--- src/rtl/ctrl_pkg.sv ---
// Shared constants and types for the multicycle main control FSM and its opcode decoder.
package ctrl_pkg;

    localparam logic [5:0] OP_RTYPE = 6'b000000;
    localparam logic [5:0] OP_ADDI  = 6'b001000;
    localparam logic [5:0] OP_SLTIU = 6'b001011;
    localparam logic [5:0] OP_BEQ   = 6'b000100;
    localparam logic [5:0] OP_LUI   = 6'b001111;
    localparam logic [5:0] OP_ORI   = 6'b001101;
    localparam logic [5:0] OP_BNE   = 6'b000101;
    localparam logic [5:0] OP_LW    = 6'b100011;
    localparam logic [5:0] OP_SW    = 6'b101011;
    localparam logic [5:0] OP_J     = 6'b000010;

    localparam logic [2:0] ALUOP_RTYPE = 3'b000;
    localparam logic [2:0] ALUOP_ADDI  = 3'b001;
    localparam logic [2:0] ALUOP_SLTIU = 3'b010;
    localparam logic [2:0] ALUOP_BEQ   = 3'b011;
    localparam logic [2:0] ALUOP_LUI   = 3'b100;
    localparam logic [2:0] ALUOP_ORI   = 3'b101;
    localparam logic [2:0] ALUOP_BNE   = 3'b110;

    localparam logic [1:0] PC_SRC_SEQ    = 2'b00;
    localparam logic [1:0] PC_SRC_BRANCH = 2'b01;
    localparam logic [1:0] PC_SRC_JUMP   = 2'b10;

    typedef enum logic [2:0] {
        S_IF  = 3'd0,
        S_ID  = 3'd1,
        S_EX  = 3'd2,
        S_MEM = 3'd3,
        S_WB  = 3'd4
    } state_e;

    typedef enum logic [2:0] {
        CLS_ALU     = 3'd0,
        CLS_BRANCH  = 3'd1,
        CLS_LOAD    = 3'd2,
        CLS_STORE   = 3'd3,
        CLS_JUMP    = 3'd4,
        CLS_ILLEGAL = 3'd5
    } instr_class_e;

endpackage

--- src/rtl/mc_op_decode.sv ---
// Purely combinational opcode decoder: ALUOp, operand/destination selects and instruction class.
module mc_op_decode
    import ctrl_pkg::*;
#(
    parameter int OP_W    = 6,
    parameter int ALUOP_W = 3
) (
    input  logic [OP_W-1:0]    i_op,
    output logic [ALUOP_W-1:0] o_alu_op,
    output logic               o_alu_src,
    output logic               o_reg_dst,
    output logic               o_mem_to_reg,
    output logic               o_br_ne,
    output instr_class_e       o_cls
);

    always_comb begin
        // NOTE: every output is given a default first, so no decode path can infer a latch.
        o_alu_op     = ALUOP_ADDI;
        o_alu_src    = 1'b0;
        o_reg_dst    = 1'b0;
        o_mem_to_reg = 1'b0;
        o_br_ne      = 1'b0;
        o_cls        = CLS_ILLEGAL;
        case (i_op)
            OP_RTYPE: begin
                o_alu_op  = ALUOP_RTYPE;
                o_reg_dst = 1'b1;
                o_cls     = CLS_ALU;
            end
            OP_ADDI: begin
                o_alu_op  = ALUOP_ADDI;
                o_alu_src = 1'b1;
                o_cls     = CLS_ALU;
            end
            OP_SLTIU: begin
                o_alu_op  = ALUOP_SLTIU;
                o_alu_src = 1'b1;
                o_cls     = CLS_ALU;
            end
            OP_LUI: begin
                o_alu_op  = ALUOP_LUI;
                o_alu_src = 1'b1;
                o_cls     = CLS_ALU;
            end
            OP_ORI: begin
                o_alu_op  = ALUOP_ORI;
                o_alu_src = 1'b1;
                o_cls     = CLS_ALU;
            end
            OP_BEQ: begin
                o_alu_op = ALUOP_BEQ;
                o_cls    = CLS_BRANCH;
            end
            OP_BNE: begin
                o_alu_op = ALUOP_BNE;
                o_br_ne  = 1'b1;
                o_cls    = CLS_BRANCH;
            end
            OP_LW: begin
                o_alu_op     = ALUOP_ADDI;
                o_alu_src    = 1'b1;
                o_mem_to_reg = 1'b1;
                o_cls        = CLS_LOAD;
            end
            OP_SW: begin
                o_alu_op  = ALUOP_ADDI;
                o_alu_src = 1'b1;
                o_cls     = CLS_STORE;
            end
            OP_J: begin
                o_cls = CLS_JUMP;
            end
            default: begin
                o_cls = CLS_ILLEGAL;
            end
        endcase
    end

endmodule

--- src/rtl/multicycle_main_ctrl.sv ---
// Multicycle main control FSM (IF/ID/EX/MEM/WB) with imem/dmem ready stalls.
// Optional performance counters are built when MC_CTRL_PERF_CNT_EN is defined.
module multicycle_main_ctrl
    import ctrl_pkg::*;
#(
    parameter int OP_W    = 6,
    parameter int ALUOP_W = 3
) (
    input  logic               clk_i,
    input  logic               rst_i,
    input  logic [OP_W-1:0]    op_i,
    input  logic               imem_ready_i,
    input  logic               dmem_ready_i,
    input  logic               zero_i,
    output logic               imem_read_o,
    output logic               IR_write_o,
    output logic               PC_write_o,
    output logic [1:0]         PC_src_o,
    output logic [ALUOP_W-1:0] ALUOp_o,
    output logic               ALUSrc_o,
    output logic               RegDst_o,
    output logic               RegWrite_o,
    output logic               MemRead_o,
    output logic               MemWrite_o,
    output logic               MemtoReg_o,
    output logic               illegal_o,
    output logic [2:0]         state_o
`ifdef MC_CTRL_PERF_CNT_EN
    ,
    output logic [31:0]        cycle_cnt_o,
    output logic [31:0]        instret_cnt_o
`endif
);

    state_e            r_state;
    state_e            w_next;
    logic [OP_W-1:0]   r_op_q;
    logic [OP_W-1:0]   w_dec_op;

    logic [ALUOP_W-1:0] w_dec_alu_op;
    logic               w_dec_alu_src;
    logic               w_dec_reg_dst;
    logic               w_dec_mem_to_reg;
    logic               w_dec_br_ne;
    instr_class_e       w_dec_cls;

    logic               w_imem_read;
    logic               w_ir_write;
    logic               w_pc_write;
    logic [1:0]         w_pc_src;
    logic [ALUOP_W-1:0] w_alu_op;
    logic               w_alu_src;
    logic               w_reg_dst;
    logic               w_reg_write;
    logic               w_mem_read;
    logic               w_mem_write;
    logic               w_mem_to_reg;
    logic               w_illegal;

    // NOTE: sequential state uses non-blocking assignments so every register samples pre-edge values.
    always_ff @(posedge clk_i or negedge rst_i) begin
        if (!rst_i) begin
            r_state <= S_IF;
            r_op_q  <= '0;
        end else begin
            r_state <= w_next;
            if (r_state == S_ID) begin
                r_op_q <= op_i;
            end
        end
    end

    // In ID the opcode is not yet captured, so the single decoder looks at the IR directly.
    assign w_dec_op = (r_state == S_ID) ? op_i : r_op_q;

    mc_op_decode #(
        .OP_W    (OP_W),
        .ALUOP_W (ALUOP_W)
    ) u_op_decode (
        .i_op         (w_dec_op),
        .o_alu_op     (w_dec_alu_op),
        .o_alu_src    (w_dec_alu_src),
        .o_reg_dst    (w_dec_reg_dst),
        .o_mem_to_reg (w_dec_mem_to_reg),
        .o_br_ne      (w_dec_br_ne),
        .o_cls        (w_dec_cls)
    );

    always_comb begin
        w_next       = r_state;
        w_imem_read  = 1'b0;
        w_ir_write   = 1'b0;
        w_pc_write   = 1'b0;
        w_pc_src     = PC_SRC_SEQ;
        w_alu_op     = ALUOP_ADDI;
        w_alu_src    = 1'b0;
        w_reg_dst    = 1'b0;
        w_reg_write  = 1'b0;
        w_mem_read   = 1'b0;
        w_mem_write  = 1'b0;
        w_mem_to_reg = 1'b0;
        w_illegal    = 1'b0;
        case (r_state)
            S_IF: begin
                w_imem_read = 1'b1;
                if (imem_ready_i) begin
                    w_ir_write = 1'b1;
                    w_pc_write = 1'b1;
                    w_pc_src   = PC_SRC_SEQ;
                    w_next     = S_ID;
                end
            end
            S_ID: begin
                case (w_dec_cls)
                    CLS_JUMP: begin
                        w_pc_write = 1'b1;
                        w_pc_src   = PC_SRC_JUMP;
                        w_next     = S_IF;
                    end
                    CLS_ILLEGAL: begin
                        w_illegal = 1'b1;
                        w_next    = S_IF;
                    end
                    default: begin
                        w_next = S_EX;
                    end
                endcase
            end
            S_EX: begin
                w_alu_op  = w_dec_alu_op;
                w_alu_src = w_dec_alu_src;
                if (w_dec_cls == CLS_BRANCH) begin
                    w_pc_write = w_dec_br_ne ? ~zero_i : zero_i;
                    w_pc_src   = PC_SRC_BRANCH;
                    w_next     = S_IF;
                end else if (w_dec_cls == CLS_LOAD || w_dec_cls == CLS_STORE) begin
                    w_next = S_MEM;
                end else begin
                    w_next = S_WB;
                end
            end
            S_MEM: begin
                w_alu_op    = w_dec_alu_op;
                w_mem_read  = (w_dec_cls == CLS_LOAD);
                w_mem_write = (w_dec_cls != CLS_LOAD);
                if (dmem_ready_i) begin
                    w_next = (w_dec_cls == CLS_LOAD) ? S_WB : S_IF;
                end
            end
            S_WB: begin
                w_alu_op     = w_dec_alu_op;
                w_reg_write  = 1'b1;
                w_reg_dst    = w_dec_reg_dst;
                w_mem_to_reg = w_dec_mem_to_reg;
                w_next       = S_IF;
            end
            default: begin
                w_next = S_IF;
            end
        endcase
    end

    // Outputs are combinational, so reset must mask them explicitly, not just reset the state.
    assign imem_read_o = rst_i & w_imem_read;
    assign IR_write_o  = rst_i & w_ir_write;
    assign PC_write_o  = rst_i & w_pc_write;
    assign PC_src_o    = rst_i ? w_pc_src : '0;
    assign ALUOp_o     = rst_i ? w_alu_op : '0;
    assign ALUSrc_o    = rst_i & w_alu_src;
    assign RegDst_o    = rst_i & w_reg_dst;
    assign RegWrite_o  = rst_i & w_reg_write;
    assign MemRead_o   = rst_i & w_mem_read;
    assign MemWrite_o  = rst_i & w_mem_write;
    assign MemtoReg_o  = rst_i & w_mem_to_reg;
    assign illegal_o   = rst_i & w_illegal;
    assign state_o     = r_state;

`ifdef MC_CTRL_PERF_CNT_EN
    logic [31:0] r_cycle_cnt;
    logic [31:0] r_instret_cnt;
    logic        w_retire;

    // Every return to fetch retires an instruction, except the abort of an illegal opcode.
    assign w_retire = (r_state != S_IF) && (w_next == S_IF) && !w_illegal;

    always_ff @(posedge clk_i or negedge rst_i) begin
        if (!rst_i) begin
            r_cycle_cnt   <= '0;
            r_instret_cnt <= '0;
        end else begin
            r_cycle_cnt <= r_cycle_cnt + 32'd1;
            if (w_retire) begin
                r_instret_cnt <= r_instret_cnt + 32'd1;
            end
        end
    end

    assign cycle_cnt_o   = r_cycle_cnt;
    assign instret_cnt_o = r_instret_cnt;
`endif

endmodule

--- config.mk ---
export PLATFORM = sky130hd
export DESIGN_NAME = multicycle_main_ctrl
export DESIGN_NICKNAME = d
export VERILOG_FILES = /design/src/rtl/ctrl_pkg.sv /design/src/rtl/mc_op_decode.sv /design/src/rtl/multicycle_main_ctrl.sv
export SDC_FILE = /design/constraint.sdc
export NUM_CORES = 1
export LEC_CHECK = 0
export BUFFER_PORTS_ARGS = -buffer_cell sky130_fd_sc_hd__buf_2
export CORE_MARGIN = 1
export CORE_UTILIZATION = 33
export CTS_BUF_LIST = sky130_fd_sc_hd__clkbuf_4
export CTS_CLUSTER_SIZE = 28
export DETAILED_ROUTE_END_ITERATION = 16
export PLACE_DENSITY = 0.6
export SYNTH_ARGS = -nofsm -noshare
export SYNTH_HDL_FRONTEND = slang
export SYNTH_SLANG_ARGS = --single-unit
--- constraint.sdc ---
create_clock -name clk_i -period 1.8 [get_ports clk_i]
set_clock_uncertainty 0.15 [all_clocks]
set_input_delay 0.09 -clock clk_i [delete_from_list [all_inputs] [get_ports clk_i]]
set_output_delay 0.09 -clock clk_i [all_outputs]
set_load 0.01 [all_outputs]
Word-level counts from Yosys, hierarchy flattened

Cells that the tools add are included.

Add/subtract/negate cells: 0
$lt $le $gt $ge: 0
Bitwise logic cells: 11
Equality and inequality tests: 21
Shift-type cells: 0
Reductions and logical operators: 9
Mux-type cells: 35
Multiply operators: 0
Div/mod/pow operators: 0

Operators with widths:

| operator                                            | number |
|---|---|
| equality test 6 x 4 -> 1 bit, second input constant | 4 |
| two-way mux 3 bit                                   | 7 |
| two-way mux 1 bit                                   | 19 |
| case mux 3 bit (6 select lines)                     | 1 |
| case mux 3 bit (5 select lines)                     | 1 |
| equality test 3 x 2 -> 1 bit, second input constant | 4 |
| equality test 6 x 3 -> 1 bit, second input constant | 2 |
| equality test 6 bit, second input constant          | 2 |
| case mux 3 bit (4 select lines)                     | 1 |
| AND 1 bit                                           | 10 |
| equality test 3 bit, second input constant          | 3 |
| equality test 3 x 1 -> 1 bit, second input constant | 2 |
| equality test 6 x 2 -> 1 bit, second input constant | 1 |
| logical NOT 6 bit                                   | 1 |
| two-way mux 2 bit                                   | 3 |
| two-way mux 6 bit                                   | 1 |
| OR reduction 6 bit                                  | 1 |
| OR reduction 5 bit                                  | 1 |
| != test 2 bit, second input constant                | 2 |
| case mux 2 bit (2 select lines)                     | 1 |
| OR reduction 2 bit                                  | 2 |
| logical NOT 3 bit                                   | 1 |
| != test 3 x 2 -> 1 bit, second input constant       | 1 |
| case mux 1 bit (3 select lines)                     | 1 |
| 4 further kinds                                     | 4 |

Output and inout port bits: 18
Bits in latches: 0
Memories: 0
Input bits: 11
Memory bits (writable): 0
Bits in registers: 9
Bits in read-only memories: 0

Longest topological paths before layout

Gate-level depths: netlist of the first run.

Depth after elaboration: 10
Mapped depth: 8
Gate-level depth less buffers: 5

Hierarchy

Synthesis of the first run repeated with hierarchy kept, for this count alone.

Cells, all modules: 100
Area total of the unflattened synthesis: 898.4 sq um

By module, submodules not included:

| module               | area an instance (sq um) | seq. area each (sq um) | cells an instance | times used |
|---|---|---|---|---|
| multicycle_main_ctrl | 658.1                    | 225.2                  | 67                | 1 |
| mc_op_decode         | 240.2                    | 0.0                    | 33                | 1 |

Worst setup path after synthesis of the first run

OpenSTA, ideal clock, no wires.

Path kind: flip-flop to output port
From: register r_state[1], in the netlist state_o[1]
To: output port ALUSrc_o
Buffers on the path: 2
Stages on the path, launching flop included: 8
Setup slack: -0.354 ns
Required time: 1.560 ns
Arrival: 1.914 ns
Path through: dfrtp_1 -> buf_6 -> nor3b_1 -> buf_2 -> mux2_2 -> nand3_1 -> o31ai_1 -> nor4_1

Longest elaborated chain between the ends: 7
Elaborated cells between the ends (all ways): 13
Those cells by class: eq/ne (8); mux (3); bitwise (1); reduce/logical (1)

RTL lines:

| what                                                                       | RTL line                    | RTL |
|---|---|---|
| from (decl)                                                                | multicycle_main_ctrl.sv:35  | `state_e r_state;` |
| from (signal assigned)                                                     | multicycle_main_ctrl.sv:66  | `r_state <= w_next;` |
| equality test 3 x 1 -> 1 bit (*)                                           | multicycle_main_ctrl.sv:74  | `assign w_dec_op = (r_state == S_ID) ? op_i : r_op_q;` |
| two-way mux 6 bit (*)                                                      | multicycle_main_ctrl.sv:74  |  |
| named net u_op_decode.i_op[2]                                              | mc_op_decode.sv:8           | `input logic [OP_W-1:0] i_op,` |
| equality test 6 x 4 -> 1 bit / equality test 6 bit (equally long branches) | mc_op_decode.sv:25          | `case (i_op)` |
| OR reduction 6 bit (no source line) (*)                                    | n/a                         |  |
| two-way mux 1 bit (*)                                                      | mc_op_decode.sv:25          |  |
| two-way mux 1 bit (*)                                                      | multicycle_main_ctrl.sv:103 | `case (r_state)` |
| AND 1 bit (*)                                                              | multicycle_main_ctrl.sv:169 | `assign ALUSrc_o = rst_i & w_alu_src;` |
| to (decl)                                                                  | multicycle_main_ctrl.sv:20  | `output logic ALUSrc_o,` |

The timed path passes the listed nets; every way through them passes the cells marked *.

Final worst setup path of the first run

From: register r_state[2], in the netlist state_o[2]
To: output port ALUOp_o[0]

Longest elaborated chain between the ends: 6
Elaborated cells between the ends (all ways): 15
Those cells by class: eq/ne (9); mux (4); reduce/logical (2)

RTL lines:

| what                                                       | RTL line                    | RTL |
|---|---|---|
| equality test 3 x 1 -> 1 bit (*)                           | multicycle_main_ctrl.sv:74  |  |
| two-way mux 6 bit (*)                                      | multicycle_main_ctrl.sv:74  |  |
| named net u_op_decode.i_op[3]                              | mc_op_decode.sv:8           |  |
| equality test 6 x 3 -> 1 bit, or another cell as far along | mc_op_decode.sv:25          |  |
| case mux 3 bit (6 select lines) (*)                        | mc_op_decode.sv:25          |  |
| two-way mux 3 bit (*)                                      | multicycle_main_ctrl.sv:103 |  |
| two-way mux 3 bit (*)                                      | multicycle_main_ctrl.sv:168 | `assign ALUOp_o = rst_i ? w_alu_op : '0;` |
| to (decl)                                                  | multicycle_main_ctrl.sv:19  | `output logic [ALUOP_W-1:0] ALUOp_o,` |

Marked as above.

==> impl_metrics.ini, run 1 <==
[finish]
finalInstanceArea_um2 = 1530
layout-drive-gt1-share_pct = 52.7
nets = 196
antenna_cells = 0
area_growth_pct = 63.9
fill_cells = 243

[die]
die_y_um = 55.2
coreArea_um2 = 2570
die-width_um = 55.2
start_util_pct = 36.4
io_pins = 29
row_count = 18
dieArea_um2 = 3050

[drt]
drt_iter0_drc = 34
totalWireLength_um = 3040
drt_first_pass_iters = 4
wl_per_cell_um = 14.2
ant_nets = 0
vias = 1173
via_per_inst = 5.48
drc = 0

[yosys]
yosys_most_used_dff = dfrtp_1
yosysUniqueCellTypes = 40
yosysWarningCount = 0
netlist_instances = 125
yosys.area.top_type = dfrtp_1
avgSynthCellArea_um2 = 7.48
ys_seq_area_share_pct = 24.1
yosys-top-cells-area = dfrtp_1 (24%), nand2_1 (6.0%), a21oi_1 (4.8%), nor2_1 (4.8%), nand4b_1 (4.7%)
synth_edf_count = 0
synth_top_cell_area_share_pct = 24.1
yosysMostFrequentCell = nand2_1
synth_common_cells = nand2_1 (15), nor2_1 (12), a21oi_1 (9), dfrtp_1 (9)
syn-cell-area_um2 = 935
ys_ff_latch = 9
synth_async_sr_flop_share_pct = 100
synthesis.nets = 136

[sta]
rsz0062_at_grt = true
finalCritPeriodShare_pct = 124
min_period_ns = 2.23
slew_violations = 0
fmax_mhz = 448
worst_slack_ns = -0.431
whs_ns = 0.0195
worst-slew-pin-transition_ns = 0.354
hold_violations = 0
report.final.setup_viol = 13
max_slew_margin_pct = 76.4

[global_route]
grt_remaining_overflow = 0
grt_pass1_vias = 1081
busiest_layer = met2
gr-usage-met1_pct = 26.5
grt_use_met3_pct = 2.81
grt_first_pass_wirelength_um = 4980
antenna_found_initial = 0
gr-usage-met2_pct = 35.1
grtUsageTotal_pct = 20.0
grt_max_degree = 15

[clock_tree]
cts_made_buffers = 3
clock_latency_ns = 0.26
cts_tree = built
cts-root-buf = clkbuf_4
clk_pin_slew_worst_paths_ns = 0.06
cts_sinks = 9
clockBufferDepth = 2
cts_max_level = 1

[placed_design]
gp_congestion = 0.828
placed_area_um2 = 1240
dpl.hpwl_um = 2240
portBuffers = 28

[critical_path]
cp_max_fo = 8
path_class = reg2out
r2r_slack_ns = -0.19
worstPathArrival_ns = 1.99
endpoint_kind = primary output
startpoint_type = flop
required_ns = 1.56

[pwr]
cellPowerDensity_nw_per_um2 = 908
vdd_drop_max_mv = 0.612
leakagePower_uw = 0.000688

[hold_path]
worst_hold_path_type = in2reg

[run]
cap_viol_max_count = 0

[status]
outcome = finished with violations
violations = negative setup slack
-- path summary, 6_finish.rpt --
check                                  startpoint                endpoint  cells past startpoint
max                        state_o[2]$_DFFE_PN0P_              ALUOp_o[0]                      6
min                                       op_i[3]     r_op_q[3]$_DFF_PN0_                      2
min in group asynchronous                   rst_i     r_op_q[5]$_DFF_PN0_                      2
max reg2reg                state_o[0]$_DFFE_PN0P_  state_o[0]$_DFFE_PN0P_                      9
min reg2reg                   r_op_q[5]$_DFF_PN0_     r_op_q[5]$_DFF_PN0_                      3
max in group asynchronous                   rst_i     r_op_q[2]$_DFF_PN0_                      3
-- per-stage QoR --
step	setup slack [ns]	instances	TNS (ns)	util, %	total power (uW)
finish	-0.431	214	-3.32	59.6	1390
global placement	-0.222	197	-1.41	48.5	995
global route	-0.512	214	-4.56	59.6	1490
detailed placement	-0.277	197	-1.64	48.5	1010
CTS	-0.441	209	-3.04	55.5	1320
floorplan	-0.262	125	-1.27	-	734
-- layout make-up --
type,instances,area (um2),share of cell area (%)
multi-input cells,104,793,51.8
well taps,30,37.5,2.45
flip-flops and latches,9,225,14.7
inverters,4,15.0,0.980
repair buffers,63,430,28.1
clock buffers,4,30.0,1.96
-- kinds of logic after synthesis --
family,after synthesis,share of synthesized area [%]
buffers and inverters,12,6.83
AND/OR/NAND/NOR,69,42.0
flip-flops,9,24.1
AO/OA/AOI/OAI,29,20.3
XOR/XNOR,1,0.937
multiplexers,5,5.76
-- timing repair --
| action | 4_1_cts | 5_1_grt |
|---|---|---|
| pin swaps | 6 | 9 |
| gates resized for setup | 19 | 15 |
| buffers inserted | 4 | 5 |
| setup endpoints to repair | 12 | 15 |
| hold buffers | 4 | 0 |
| hold endpoints to repair | 12 | 0 |
-- sequential cells by signal (all words and copies together), names as in the netlist --
register  flops
state_o       3
r_op_q        6
-- placed cells by master, fill, tap and decap left out, types with 3 or more instances in the layout --
cell,n
a21oi_1,4
a21oi_2,6
buf_2,27
buf_4,28
buf_6,4
clkbuf_4,4
dfrtp_1,9
dlygate4sd3_1,4
inv_1,4
nand2_1,12
nand2_2,3
nand2b_1,4
nand3_1,3
nand4b_1,5
nor2_1,9
nor2_2,3
nor2b_1,5
nor3_1,3
nor4_2,3
o21ai_0,5
-- worst max-delay path: stages, from the launching register on --
cell	delay (ns)
dfrtp_1	0.40
or3b_4	0.47
mux2_4	0.23
and2_4	0.15
a21oi_2	0.03
o41a_1	0.30
buf_2	0.14
-- power breakdown --
| group | switching [uW] | internal [uW] | total [uW] |
|---|---|---|---|
| registers | 74.5 | 262 | 336 |
| clock network | 73.5 | 101 | 174 |
| logic | 434 | 447 | 881 |
-- layer usage --
metal | vias to the layer above | part of all wire (%)
li1 | 578 | -
met1 | 561 | 45
met2 | 32 | 50
met3 | 2 | 4.8
met4 | 0 | 0.56
met5 | - | 0
No activity file was read; power rests on OpenSTA's default activity.
==> run 2, diff against run 1 <==
--- a/config.mk
+++ b/config.mk
@@ -11,7 +11,7 @@
 export CTS_BUF_LIST = sky130_fd_sc_hd__clkbuf_4
 export CTS_CLUSTER_SIZE = 28
 export DETAILED_ROUTE_END_ITERATION = 16
-export PLACE_DENSITY = 0.6
+export PLACE_DENSITY = 0.65
 export SYNTH_ARGS = -nofsm -noshare
 export SYNTH_HDL_FRONTEND = slang
 export SYNTH_SLANG_ARGS = --single-unit
==> run 2 against run 1 <==
Effect of this change: the flow still finishes with violations (negative setup slack); non-clock buffer count fell by 3; flip-flop and latch count did not move; clock-buffer cell count did not move; fmax fell by 0.35%; total power rose by 5.8%; combinational power rose by 7.7%; cell count fell by 0.93%; wire length rose by 13%; register-to-register slack improved by 0.17 ns; worst hold slack improved by 0.013 ns; sequential share of layout area fell by 0.13 points; critical path type unchanged; critical endpoint is now ALUOp_o[2]; largest power group unchanged.
==> impl_metrics.ini, run 2 (same netlist as run 1, synthesis figures left out) <==
[finish]
fin_util_pct = 60.2
nets = 194
fill_cells = 244
multi_input_area_um2 = 823
finalInstanceArea_um2 = 1550
largest_reg_flops = 6
ff_latch_area_um2 = 225
layout-drive-gt1-share_pct = 52.2
antenna_cells = 0
final_cell_mix = buf_2 (26), buf_4 (24), nand2_1 (12)
area_growth_pct = 65.3
final_common_cell = buf_2
regMostFlops = r_op_q

[sta]
fmax_mhz = 447
whs_ns = 0.0329
hold_violations = 0
worst_slack_ns = -0.439
finalCritPeriodShare_pct = 124
worst-slew-pin-transition_ns = 0.289
slew_violations = 0
finalSetupTns_ns = -3.01
rsz0062_at_grt = true
max_slew_margin_pct = 80.4
min_period_ns = 2.24
report.final.setup_viol = 11

[clock_tree]
cts_sinks = 9
clk_pin_slew_worst_paths_ns = 0.06
clock_latency_ns = 0.27
cts_tree = built
cts_max_level = 1
clockBufferDepth = 2
cts-root-buf = clkbuf_4
cts_made_buffers = 3

[critical_path]
path_class = reg2out
r2r_slack_ns = -0.02
crit_path_cell_trace = nor3b_2, buf_4, buf_6, nand3_2, o32a_1, buf_4, a21oi_2, buf_2
startpoint_type = flop
required_ns = 1.56
worst-path-buf-inv = 4
endpoint_kind = primary output
crit_slowest_cell = dfrtp_1
r2r_end = state_o[0]$_DFFE_PN0P_
worstPathArrival_ns = 2.00
cp_max_fo = 4
cp_slowest_stage_delay_ns = 0.42
critical_path.most_common_cell = buf_4
r2r_cells = 5
path_delay_family = buffers and inverters
timing.rr.start = state_o[2]$_DFFE_PN0P_

[placed_design]
gp_congestion = 0.900
placed_area_um2 = 1270
portBuffers = 28
dpl.hpwl_um = 2320

[drt]
via_per_inst = 5.75
drt_iter0_drc = 33
totalWireLength_um = 3440
ant_nets = 0
drt_first_pass_iters = 4
vias = 1220
wl_per_cell_um = 16.2
drc = 0

[global_route]
antenna_found_initial = 0
grt_max_degree = 14
grt_remaining_overflow = 0
grt_first_pass_wirelength_um = 5430
grtUsageTotal_pct = 22.5
grt_pass1_vias = 1172

[die]
row_count = 18
coreArea_um2 = 2570
die_y_um = 55.2
die-width_um = 55.2
start_util_pct = 36.4
dieArea_um2 = 3050
io_pins = 29

[pwr]
power.share.clock_pct = 11.9
cellPowerDensity_nw_per_um2 = 953
vdd_drop_max_mv = 0.777
switching_share_pct = 42.9
power_uw = 1470
p_seq_share_pct = 23.6
switchingPower_uw = 631
power_frac_comb_pct = 64.4
internal_power_uw = 841
leakagePower_uw = 0.000683

[hold_path]
worstHoldStart = op_i[3]
worst_hold_path_type = in2reg
min_path_cells = 2
whs_endpoint = r_op_q[3]$_DFF_PN0_

[run]
cap_viol_max_count = 0

[status]
violations = negative setup slack
outcome = finished with violations
[run 2: stage by stage]
stage               instances  worst slack (ns)
floorplan                 125            -0.262
global placement          200            -0.234
detailed placement        200            -0.256
CTS                       211            -0.452
global route              212            -0.494
finish                    212            -0.439
[run 2: worst register-to-register path: cells and delay by family, from the launching register on]
kind            cells  cell delay (ns)
compound gates      2             0.22
flops               1             0.42
simple gates        3             0.97
[run 2: worst max path at each step]
stage / slack [ns] / from / to / cells after the start
floorplan: -0.26 / state_o[1]$_DFFE_PN0P_ / ALUOp_o[1] / 8
global placement: -0.23 / state_o[1]$_DFFE_PN0P_ / ALUOp_o[0] / 6
detailed placement: -0.26 / state_o[1]$_DFFE_PN0P_ / ALUOp_o[0] / 6
CTS: -0.45 / state_o[2]$_DFFE_PN0P_ / PC_write_o / 7
global route: -0.49 / state_o[1]$_DFFE_PN0P_ / ALUSrc_o / 7
finish: -0.44 / state_o[1]$_DFFE_PN0P_ / ALUOp_o[2] / 8
[run 2: power by group through the flow]
stage / clock (uW) / combinational (uW) / sequential (uW)
6_report: 176 / 949 / 348
3_3_place_gp: 0 / 683 / 329
2_1_floorplan: 0 / 397 / 337
5_1_grt: 193 / 1010 / 354
3_5_place_dp: 0 / 695 / 331
4_1_cts: 189 / 793 / 339
[run 2: what timing repair did]
item,in CTS,in global routing
endpoints found under the hold margin,13,0
cloned,1,0
pin swaps,6,14
gates resized for setup,15,25
setup endpoints to repair,12,15
buffers inserted,2,1
hold buffers,4,0
[run 2: cell type report]
cell class / count / share of cell area (%)
Clock buffer: 4 / 1.94
Inverter: 4 / 0.972
Multi-Input combinational cell: 105 / 53.3
Sequential cell: 9 / 14.6
Tap cell: 30 / 2.43
Timing Repair Buffer: 60 / 26.8
[run 2: routing by layer]
layer / global-route usage [%] / part of all wire, % / up-vias
li1: - / - / 577
met5: 0 / 0 / -
met2: 37.0 / 51 / 41
met1: 27.4 / 43 / 597
met4: 12.9 / 1.7 / 0
met3: 3.98 / 4.2 / 5
